<file path="config.mk">
export PLATFORM = sky130hd
export DESIGN_NAME = strategy_adder_tree
export DESIGN_NICKNAME = d
export VERILOG_FILES = /design/src/rtl/strategy_adder_pkg.sv /design/src/rtl/strategy_adder_col.sv /design/src/rtl/strategy_adder_tree.sv
export SDC_FILE = /design/constraint.sdc
export NUM_CORES = 2
export LEC_CHECK = 0
export CORE_AREA = 2 2 668 670
export CTS_CLUSTER_DIAMETER = 150
export DETAILED_ROUTE_END_ITERATION = 10
export DIE_AREA = 0 0 670 672
export GPL_TIMING_DRIVEN = 0
export PLACE_DENSITY = 0.4
export RECOVER_POWER = 100
export SYNTH_ARGS = -nofsm -noshare
export SYNTH_HDL_FRONTEND = slang
export SYNTH_HIERARCHICAL = 1
export SYNTH_SLANG_ARGS = --single-unit
</file>
<file path="constraint.sdc">
create_clock -name i_clk -period 3.5 [get_ports i_clk]
set_clock_uncertainty 0.1 [all_clocks]
set_input_delay 0.525 -clock i_clk [delete_from_list [all_inputs] [get_ports i_clk]]
set_output_delay 0.525 -clock i_clk [all_outputs]
set_load 0.01 [all_outputs]
</file>
<file path="src/rtl/strategy_adder_pkg.sv">
// Shared definitions for the bit-plane reduction adder: beat modes, the
// output width rule and the flat-bus slice index helpers.
package strategy_adder_pkg;

    // Per-beat leaf treatment; the reserved code reduces like MODE_SUM.
    typedef enum logic [1:0] {
        MODE_SUM     = 2'd0,
        MODE_MSB_NEG = 2'd1,
        MODE_BYPASS  = 2'd2,
        MODE_RSVD    = 2'd3
    } mode_e;

    // Output width of a tree reducing `rows` signed inputs of `in_w` bits.
    function automatic int unsigned out_w(input int unsigned in_w, input int unsigned rows);
        return in_w + $clog2(rows);
    endfunction

    // LSB of row `row`, column `col` inside the flat i_data bus.
    function automatic int unsigned in_lsb(input int unsigned row, input int unsigned col,
                                           input int unsigned num_cols,
                                           input int unsigned in_w);
        return (row * num_cols + col) * in_w;
    endfunction

    // LSB of column `col` inside the flat o_data bus of `w`-bit lanes.
    function automatic int unsigned out_lsb(input int unsigned col, input int unsigned w);
        return col * w;
    endfunction

endpackage

</file>
<file path="src/rtl/strategy_adder_col.sv">
// One column of the reduction adder: applies the beat mode to the leaf
// operands and reduces them through a registered binary tree, one register
// level per tree level. All levels advance together when i_en is high.
module strategy_adder_col
    import strategy_adder_pkg::*;
#(
    parameter int unsigned  NUM_ROWS = 4,
    parameter int unsigned  IN_W     = 21,
    localparam int unsigned LVLS     = $clog2(NUM_ROWS),
    localparam int unsigned OUT_W    = out_w(IN_W, NUM_ROWS)
) (
    input  logic                     i_clk,
    input  logic                     i_rst_n,
    input  logic                     i_en,
    input  logic [1:0]               i_mode,
    input  logic [NUM_ROWS*IN_W-1:0] i_rows,
    output logic signed [OUT_W-1:0]  o_sum
);

    // Every node is kept at OUT_W. Only row NUM_ROWS-1 can reach +2^(IN_W-1)
    // after negation, so every partial sum of any subset of leaves fits in
    // OUT_W signed and the wider-per-level arithmetic gives identical results.
    logic signed [OUT_W-1:0] leaf [NUM_ROWS];
    mode_e                   mode;

    assign mode = mode_e'(i_mode);

    // Leaf preprocessing: sign-extend first so negating the most negative
    // input yields its positive magnitude instead of wrapping.
    always_comb begin
        for (int r = 0; r < NUM_ROWS; r++) begin
            leaf[r] = OUT_W'($signed(i_rows[r*IN_W +: IN_W]));
            case (mode)
                MODE_MSB_NEG: begin
                    if (r == NUM_ROWS - 1) begin
                        leaf[r] = -leaf[r];
                    end
                end
                MODE_BYPASS: begin
                    if (r != 0) begin
                        leaf[r] = '0;
                    end
                end
                default: ;
            endcase
        end
    end

    for (genvar k = 0; k < LVLS; k++) begin : g_lvl
        localparam int N = NUM_ROWS >> (k + 1);

        logic signed [OUT_W-1:0] node_d [N];
        logic signed [OUT_W-1:0] node_q [N];

        if (k == 0) begin : g_first
            // First level adds adjacent leaf pairs.
            always_comb begin
                for (int i = 0; i < N; i++) begin
                    node_d[i] = leaf[2*i] + leaf[2*i+1];
                end
            end
        end else begin : g_inner
            // Later levels add adjacent pairs of the previous level's registers.
            always_comb begin
                for (int i = 0; i < N; i++) begin
                    node_d[i] = g_lvl[k-1].node_q[2*i] + g_lvl[k-1].node_q[2*i+1];
                end
            end
        end

        // Level register; holds under stall.
        always_ff @(posedge i_clk or negedge i_rst_n) begin
            if (!i_rst_n) begin
                for (int i = 0; i < N; i++) begin
                    node_q[i] <= '0;
                end
            end else if (i_en) begin
                for (int i = 0; i < N; i++) begin
                    node_q[i] <= node_d[i];
                end
            end
        end
    end

    assign o_sum = g_lvl[LVLS-1].node_q[0];

endmodule

</file>
<file path="src/rtl/strategy_adder_tree.sv">
// Reduction adder for bit-plane partial results: NUM_COLS independent
// columns, each reducing NUM_ROWS signed rows through a registered tree.
// Owns the valid/ready handshake; the whole pipeline stalls globally.
// Optional build macro STRATEGY_ADDER_ACC_EN adds a per-column group
// accumulator after the tree that emits only on beats tagged i_last.
module strategy_adder_tree
    import strategy_adder_pkg::*;
#(
    parameter int unsigned  NUM_ROWS  = 4,
    parameter int unsigned  NUM_COLS  = 16,
    parameter int unsigned  IN_W      = 21,
    parameter int unsigned  ACC_GUARD = 8,
    localparam int unsigned LVLS      = $clog2(NUM_ROWS),
    localparam int unsigned OUT_W     = out_w(IN_W, NUM_ROWS),
`ifdef STRATEGY_ADDER_ACC_EN
    localparam int unsigned DATA_W    = OUT_W + ACC_GUARD
`else
    localparam int unsigned DATA_W    = OUT_W
`endif
) (
    input  logic                              i_clk,
    input  logic                              i_rst_n,
    input  logic                              i_valid,
    output logic                              o_ready,
    input  logic [1:0]                        i_mode,
    input  logic                              i_last,
    input  logic [NUM_ROWS*NUM_COLS*IN_W-1:0] i_data,
    output logic                              o_valid,
    input  logic                              i_ready,
    output logic [NUM_COLS*DATA_W-1:0]        o_data
);

    logic                    advance;
    logic [LVLS-1:0]         vld_d, vld_q;
    logic signed [OUT_W-1:0] tree_sum [NUM_COLS];

    // The output register frees up when it is empty or being drained.
    assign advance = !o_valid || i_ready;
    assign o_ready = advance;

    // Stage valid bits; bubbles shift through with valid=0.
    always_comb begin
        vld_d = (vld_q << 1) | LVLS'(i_valid);
    end

    // Valid pipeline register, shifted on advance only.
    always_ff @(posedge i_clk or negedge i_rst_n) begin
        if (!i_rst_n) begin
            vld_q <= '0;
        end else if (advance) begin
            vld_q <= vld_d;
        end
    end

    for (genvar c = 0; c < NUM_COLS; c++) begin : g_col
        logic [NUM_ROWS*IN_W-1:0] rows;

        for (genvar r = 0; r < NUM_ROWS; r++) begin : g_row
            assign rows[r*IN_W +: IN_W] = i_data[in_lsb(r, c, NUM_COLS, IN_W) +: IN_W];
        end

        strategy_adder_col #(
            .NUM_ROWS (NUM_ROWS),
            .IN_W     (IN_W)
        ) u_col (
            .i_clk    (i_clk),
            .i_rst_n  (i_rst_n),
            .i_en     (advance),
            .i_mode   (i_mode),
            .i_rows   (rows),
            .o_sum    (tree_sum[c])
        );
    end

`ifdef STRATEGY_ADDER_ACC_EN

    logic [LVLS-1:0]          last_d, last_q;
    logic                     out_vld_q;
    logic                     first_q;
    logic signed [DATA_W-1:0] acc_d [NUM_COLS];
    logic signed [DATA_W-1:0] acc_q [NUM_COLS];

    // Group-end tag travels alongside the tree data.
    always_comb begin
        last_d = (last_q << 1) | LVLS'(i_last);
    end

    // Last-tag pipeline register.
    always_ff @(posedge i_clk or negedge i_rst_n) begin
        if (!i_rst_n) begin
            last_q <= '0;
        end else if (advance) begin
            last_q <= last_d;
        end
    end

    // Running sum; the first beat of a group loads instead of adding.
    always_comb begin
        for (int c = 0; c < NUM_COLS; c++) begin
            acc_d[c] = (first_q ? '0 : acc_q[c]) + DATA_W'(tree_sum[c]);
        end
    end

    // Accumulator stage. acc_q doubles as the output register, so a group
    // total stays visible until drained; the next beat then reloads it.
    always_ff @(posedge i_clk or negedge i_rst_n) begin
        if (!i_rst_n) begin
            out_vld_q <= 1'b0;
            first_q   <= 1'b1;
            for (int c = 0; c < NUM_COLS; c++) begin
                acc_q[c] <= '0;
            end
        end else if (advance) begin
            out_vld_q <= vld_q[LVLS-1] && last_q[LVLS-1];
            if (vld_q[LVLS-1]) begin
                first_q <= last_q[LVLS-1];
                for (int c = 0; c < NUM_COLS; c++) begin
                    acc_q[c] <= acc_d[c];
                end
            end
        end
    end

    assign o_valid = out_vld_q;

    for (genvar c = 0; c < NUM_COLS; c++) begin : g_out
        assign o_data[out_lsb(c, DATA_W) +: DATA_W] = acc_q[c];
    end

`else

    // Group tagging and accumulator headroom have no role in this build.
    logic                   unused_last;
    localparam int unsigned unused_acc_guard = ACC_GUARD;

    assign unused_last = i_last;
    assign o_valid     = vld_q[LVLS-1];

    for (genvar c = 0; c < NUM_COLS; c++) begin : g_out
        assign o_data[out_lsb(c, DATA_W) +: DATA_W] = tree_sum[c];
    end

`endif

endmodule

</file>
# == Yosys cells after proc, flatten, opt, wreduce, memory -nomap -nowiden ==
# Index checks and enable logic that the tools add are counted.
# word_totals
reg_bits,1106
out_inout_bits,370
in_bits,1351
# classes
n_eq_ne,2
n_addsub,64
n_reduce_logical,2
muxes,48
bitwise,1
# ops
operator,n
$add A23 B23 Y23,32
$mux W23,32
$pmux W23 S2,16
$add A21 B23 Y23,16
$neg A21 Y23,16
$eq A2 B1 Y1 const B,1
$eq A2 B2 Y1 const B,1
$or A2 B1 Y2,1
$logic_not A1 Y1,1
$logic_or A1 B1 Y1,1

# == Logic depth before layout (Yosys ltp) ==
# logic_depth
depth_word,3
ltp_mapped,18

# == Modules after synthesis ==
# The synthesis kept the hierarchy.
# modules_own_cells
mod,area_per_inst_um2,seq_area_each_um2,cells_each,n_inst
strategy_adder_col (g_col[0].u_col ...),6708.9,1726.7,793,7
strategy_adder_col (g_col[4].u_col ...),6662.6,1726.7,755,3
strategy_adder_col (g_col[12].u_col),6850.3,1726.7,821,1
strategy_adder_col (g_col[3].u_col),6731.5,1726.7,800,1
strategy_adder_col (g_col[7].u_col),6726.5,1726.7,786,1
strategy_adder_col (g_col[6].u_col),6683.9,1726.7,789,1
strategy_adder_col (g_col[9].u_col),6651.4,1726.7,756,1
strategy_adder_col (g_col[11].u_col),6485.0,1726.7,746,1
strategy_adder_tree,86.3,50.0,5,1

# == Worst setup path after synthesis ==
# Ideal clock, no wire load.
# synth_timing
path_kind,input-to-reg
from,input port i_data[1262]
to,register g_col[12].u_col/g_lvl[0].node_q[18] (netlist bit)
required_ns,3.275
setup_slack_ns,-0.794
arrival_ns,4.069
path_stages,16
n_path_buf,1
path_cell_list,or4_1 > or4_4 > or4_4 > buf_6 > nor2_1 > a21o_1 > nand2_1 > o31ai_1 > ha_1 > a21oi_1 > o21ai_0 > a21o_1 > a211oi_1 > nand2_1 > xor2_1 > mux2_2
# synth_via
elab_chain_len,3
# synth_lines
item,line,source
"start, declared",strategy_adder_tree.sv:27,"input logic [NUM_ROWS*NUM_COLS*IN_W-1:0] i_data,"
$neg A21 Y23,strategy_adder_col.sv:36,leaf[r] = -leaf[r];
$pmux W23 S2 (*),strategy_adder_col.sv:33,case (mode)
$add A23 B23 Y23 (*),strategy_adder_col.sv:59,node_d[i] = leaf[2*i] + leaf[2*i+1];
"end signal, assigned by index",strategy_adder_col.sv:79,node_q[i] <= node_d[i];
"end, declared",strategy_adder_col.sv:53,logic signed [OUT_W-1:0] node_q [N];
# Every way passes the cells marked *; elsewhere a longest branch is shown, timed or not.
# A chain may end at the register's enable or synchronous reset.

# == Worst setup path after layout ==
# layout_timing
from,input port i_mode[1]
to,register g_col[6].u_col/g_lvl[0].node_q[22] (netlist bit)
# layout_via
elab_chain_len,3
# layout_lines
item,line,source
"start, declared",strategy_adder_tree.sv:25,"input logic [1:0] i_mode,"
$eq A2 B2 Y1 or $eq A2 B1 Y1 (tied branches),strategy_adder_col.sv:33,
$pmux W23 S2 or $mux W23 (tied branches),strategy_adder_col.sv:33,
$add A23 B23 Y23 (*),strategy_adder_col.sv:59,
"end signal, assigned by index",strategy_adder_col.sv:79,
"end, declared",strategy_adder_col.sv:53,
# Marks and branches as above.

==> summary.md <==
| Metric | Value |
|---|---|
| Result of the run | `complete, but fails checks` |
| Failing checks | `hold timing, capacitance limit, slew limit, setup timing` |
| Worst Setup End Kind | `flop` |
| Number of flops mapped to enable cells by yosys | `0` |
| Number of max-cap violations | `1` |
| Setup slack of the critical path after layout | `-0.138 ns` |
| Horiz. Die Dim | `around 670 microns` |
| Total congestion overflow | `0` |
| Reg2reg setup slack | `around 0.18 ns` |
| Final count of hold timing violations | `roughly 130` |
| Syn Inst Count | `about 13000` |
| Total global routing track utilization | `between 20% and 30%` |
| First drt pass iteration count | `6` |
| Final core occ | `between 30% and 40%` |
| Std-Cell Core Area | `444000 sq um` |
| Fmax | `roughly 270 MHz` |
| FP Rows | `245` |
| Total clock buffers created by CTS | `162` |
| CTS tree | `built` |
| Time the worst path needs with I/O delays and setup | `about 3.6 ns` |
| Y dimension of the die | `roughly 670 microns` |
| Via count of the first global-routing pass | `103000` |
| Share of flip-flops with an asynchronous set or reset after synthesis | `100%` |
| Slowest-stage cell, CP | `fa_2` |
| Most used DFF post-synth | `dfrtp_1` |
| Worst Path Required | `about 4.2 ns` |
| Family of cells with the greatest summed delay on the critical path | `compound AO/OA/AOI/OAI gates` |
| Setup repair after global routing missed its margin | `yes` |
| CP Class | `in -> reg` |
| Power per cell area | `618 nW/um^2` |
| Total wirelength of the detailed-routed design | `534000 microns` |
| Avg Cell Area, Syn | `8.56 sq um` |
| Layout cell share with drive strength beyond 1 | `between 10% and 20%` |
| Number of antenna violations at the first check in global routing | `about 230` |
| Slew Limit Fails | `230` |
| Biggest cell delay along the critical path | `roughly 0.41 ns` |
| Number of design-rule violations left by the first detailed-router iteration | `~6400` |
| First-pass GRT wire length | `~760000 microns` |
| Max rail drop VDD | `between 300 and 400 uV` |
| Final sum of negative setup slack | `-0.550 ns` |
| Clock root buffer | `clkbuf_16` |
| Filler Cells Inserted | `roughly 47000` |
| Maximum count of clock buffers along a single path | `4` |
| Ratio of routed vias to standard cells | `5.05` |
| Routed wirelength normalized by instance count | `about 26 microns` |
| Sequential element share of the synthesized area | `25.8%` |
| Clock Pin Slew Worst Setup and Hold Paths | `approximately 0.060 ns` |
| Top fanout value on the critical path | `7` |
| Worst slew margin | `-32.7%` |
| Clock latency on the worst-skew pair | `about 0.9 ns` |
| Number of placed I/O pins | `about 1700` |
| Most frequent cells in the layout | `clkdlybuf4s50_1, dfrtp_1, nand2_1` |
| Number of buffer and inverter stages on the critical path | `7` |
| Initial Util | `between 20% and 30%` |
| Ratio of final minimum period to clock period | `104%` |
| Number of synthesized register bits | `roughly 1100` |
| Post-route antenna net violation count | `0` |
| Yosys synthesis warning count | `6` |
| Die area | `between 400000 and 500000 sq um` |
| P&R area growth vs syn | `36.0%` |
| HPWL reported at the end of detailed placement | `about 440000 microns` |
| Cells along the critical path | `buf_16 -> buf_16 -> buf_12 -> buf_12 -> buf_6 -> ha_4 -> clkbuf_16 -> clkbuf_16 -> nor2_4 -> nor2_4 -> ha_4 -> fa_2 -> a211oi_2 -> o211ai_1 -> a32oi_2 -> o221ai_2 -> a221oi_2 -> xor2_1 -> mux2_4` |
| Hold WS | `-0.618 ns` |
| Maximum number of pins on one net before global-route repair | `~160` |
| Post-synthesis cell area | `between 100000 and 150000 sq um` |
| Number of port buffers | `approximately 1700` |
| Most common library cell in the layout ignoring fill and taps | `clkdlybuf4s50_1` |
| Placer's final routability congestion estimate | `0.926` |
| Via count | `roughly 110k` |
| Total DRC errors in the routed layout | `0` |
| Worst hold path class | `in -> async` |
| Number of H-tree levels | `4` |
| Static leakage | `slightly above 60 nW` |
| Sink count of the clock tree | `~1100` |
| Number of distinct library cells after synthesis | `roughly 120` |
| Fin nets | `~17000` |
| Synthesized net count | `~15000` |
| Final setup violation count | `10` |
| Critical Path AT | `about 4.3 ns` |
| Worst Setup Start Kind | `primary input` |
| Slew at the pin closest to its max-slew limit | `approximately 2.0 ns` |
-- synth_stat cells (45+ instances only) --
| cell | number | area, sq um |
|---|---|---|
| nand3_1 | 189 | 946 |
| xor2_1 | 294 | 2570 |
| dfrtp_1 | 1106 | 27700 |
| mux2i_1 | 87 | 871 |
| a31o_2 | 45 | 394 |
| and3_1 | 84 | 526 |
| a211oi_1 | 192 | 1440 |
| o211ai_1 | 151 | 1130 |
| nand4_1 | 166 | 1040 |
| a21oi_1 | 1050 | 5260 |
| ha_1 | 1088 | 13600 |
| o2111ai_1 | 51 | 447 |
| o21ai_1 | 62 | 310 |
| a31oi_1 | 116 | 726 |
| mux2_2 | 698 | 7860 |
| nand2_1 | 1038 | 3900 |
| clkbuf_1 | 381 | 1430 |
| nor4_1 | 49 | 307 |
| nor2_1 | 886 | 3330 |
| o31ai_1 | 230 | 1730 |
| a21o_1 | 525 | 3940 |
| nand2b_1 | 99 | 619 |
| xnor2_1 | 502 | 4400 |
| o21a_1 | 91 | 683 |
| o21ai_0 | 739 | 3700 |
| o21bai_1 | 89 | 668 |
| nor3_1 | 251 | 1260 |
| and2_1 | 71 | 444 |
| nor2b_1 | 767 | 4800 |
| inv_1 | 363 | 1360 |
| fa_1 | 48 | 961 |
| or3_1 | 61 | 382 |
| buf_1 | 57 | 214 |
-- routing by layer --
layer | vias up | GRT usage, % | routed length (microns)
met2 | 2688 | 39.1 | 257000
met3 | 807 | 3.69 | 24500
met1 | 51200 | 27.9 | 226000
met5 | - | 0 | 308
li1 | 50800 | - | -
met4 | 52 | 9.67 | 26000
-- registers in the layout (all words and copies together), names as in the netlist --
signal                    cells
g_col.u_col/g_lvl.node_q    736
g_col.u_col/o_sum           368
vld_q                         2
-- logic make-up after synthesis --
| logic type | after synthesis | synth area share, % |
|---|---|---|
| buffers and inverters | 835 | 2.96 |
| AO/OA/AOI/OAI | 3850 | 23.4 |
| adder cells (fa/ha/maj) | 1136 | 13.6 |
| XOR/XNOR | 809 | 6.70 |
| AND/OR/NAND/NOR | 3985 | 19.2 |
| flip-flops | 1106 | 25.8 |
| multiplexers | 798 | 8.29 |
-- report_power, final --
group          switching [mW]  leakage [nW]  internal, mW
logic                    28.2          46.3          22.8
clock network            6.98          2.69          10.4
registers                3.91          12.9          17.7
total                    39.1          61.9          51.0
-- layout make-up --
type | count | area, sq um | area share (%)
Inverter | 371 | 1450 | 0.996
Antenna cell | 112 | 280 | 0.192
Buffer | 438 | 2330 | 1.60
Tap cell | 5928 | 7420 | 5.09
Sequential cell | 1106 | 27700 | 19.0
Clock inverter | 64 | 827 | 0.567
Multi-Input combinational cell | 10600 | 80800 | 55.4
Timing Repair Buffer | 2054 | 20300 | 13.9
Clock buffer | 222 | 4670 | 3.20
-- path summary, 6_finish.rpt --
kind / from / end / cells after the start
setup / recovery: i_mode[1] / g_col[6].u_col/g_lvl[0].node_q[22]$_DFFE_PN0P_ / 19
hold / removal: i_rst_n / g_col[6].u_col/o_sum[5]$_DFFE_PN0P_ / 1
setup reg to reg: vld_q[1]$_DFFE_PN0P_ / g_col[4].u_col/g_lvl[0].node_q[45]$_DFFE_PN0P_ / 8
hold reg to reg: vld_q[0]$_DFFE_PN0P_ / vld_q[1]$_DFFE_PN0P_ / 1
max in group asynchronous: i_rst_n / g_col[5].u_col/g_lvl[0].node_q[42]$_DFFE_PN0P_ / 6
min in group i_clk: i_data[1197] / g_col[9].u_col/g_lvl[0].node_q[0]$_DFFE_PN0P_ / 5
-- timing repair --
action / 4_1_cts / 5_1_grt
pin swaps: 159 / 313
cloned: 7 / 1
hold endpoints to repair: 138 / 138
gates resized for setup: 483 / 819
setup endpoints to repair: 484 / 373
setup buffers: 155 / 176
-- through the flow --
stage | cell area, sq um | hold slack, ns | setup WS, ns | total power [mW] | instances
2_1_floorplan | 109000 | 0.129 | -0.603 | 50.7 | 12500
3_3_place_gp | 133000 | 0.364 | -54.83 | 71.7 | 20200
3_5_place_dp | 133000 | 0.207 | -2.17 | 71.4 | 20200
4_1_cts | 142000 | -0.804 | -0.105 | 90.3 | 20600
5_1_grt | 146000 | -0.679 | -0.144 | 96.3 | 20800
6_report | 146000 | -0.618 | -0.138 | 90.0 | 20900
Power figures use the tool's default switching activity.
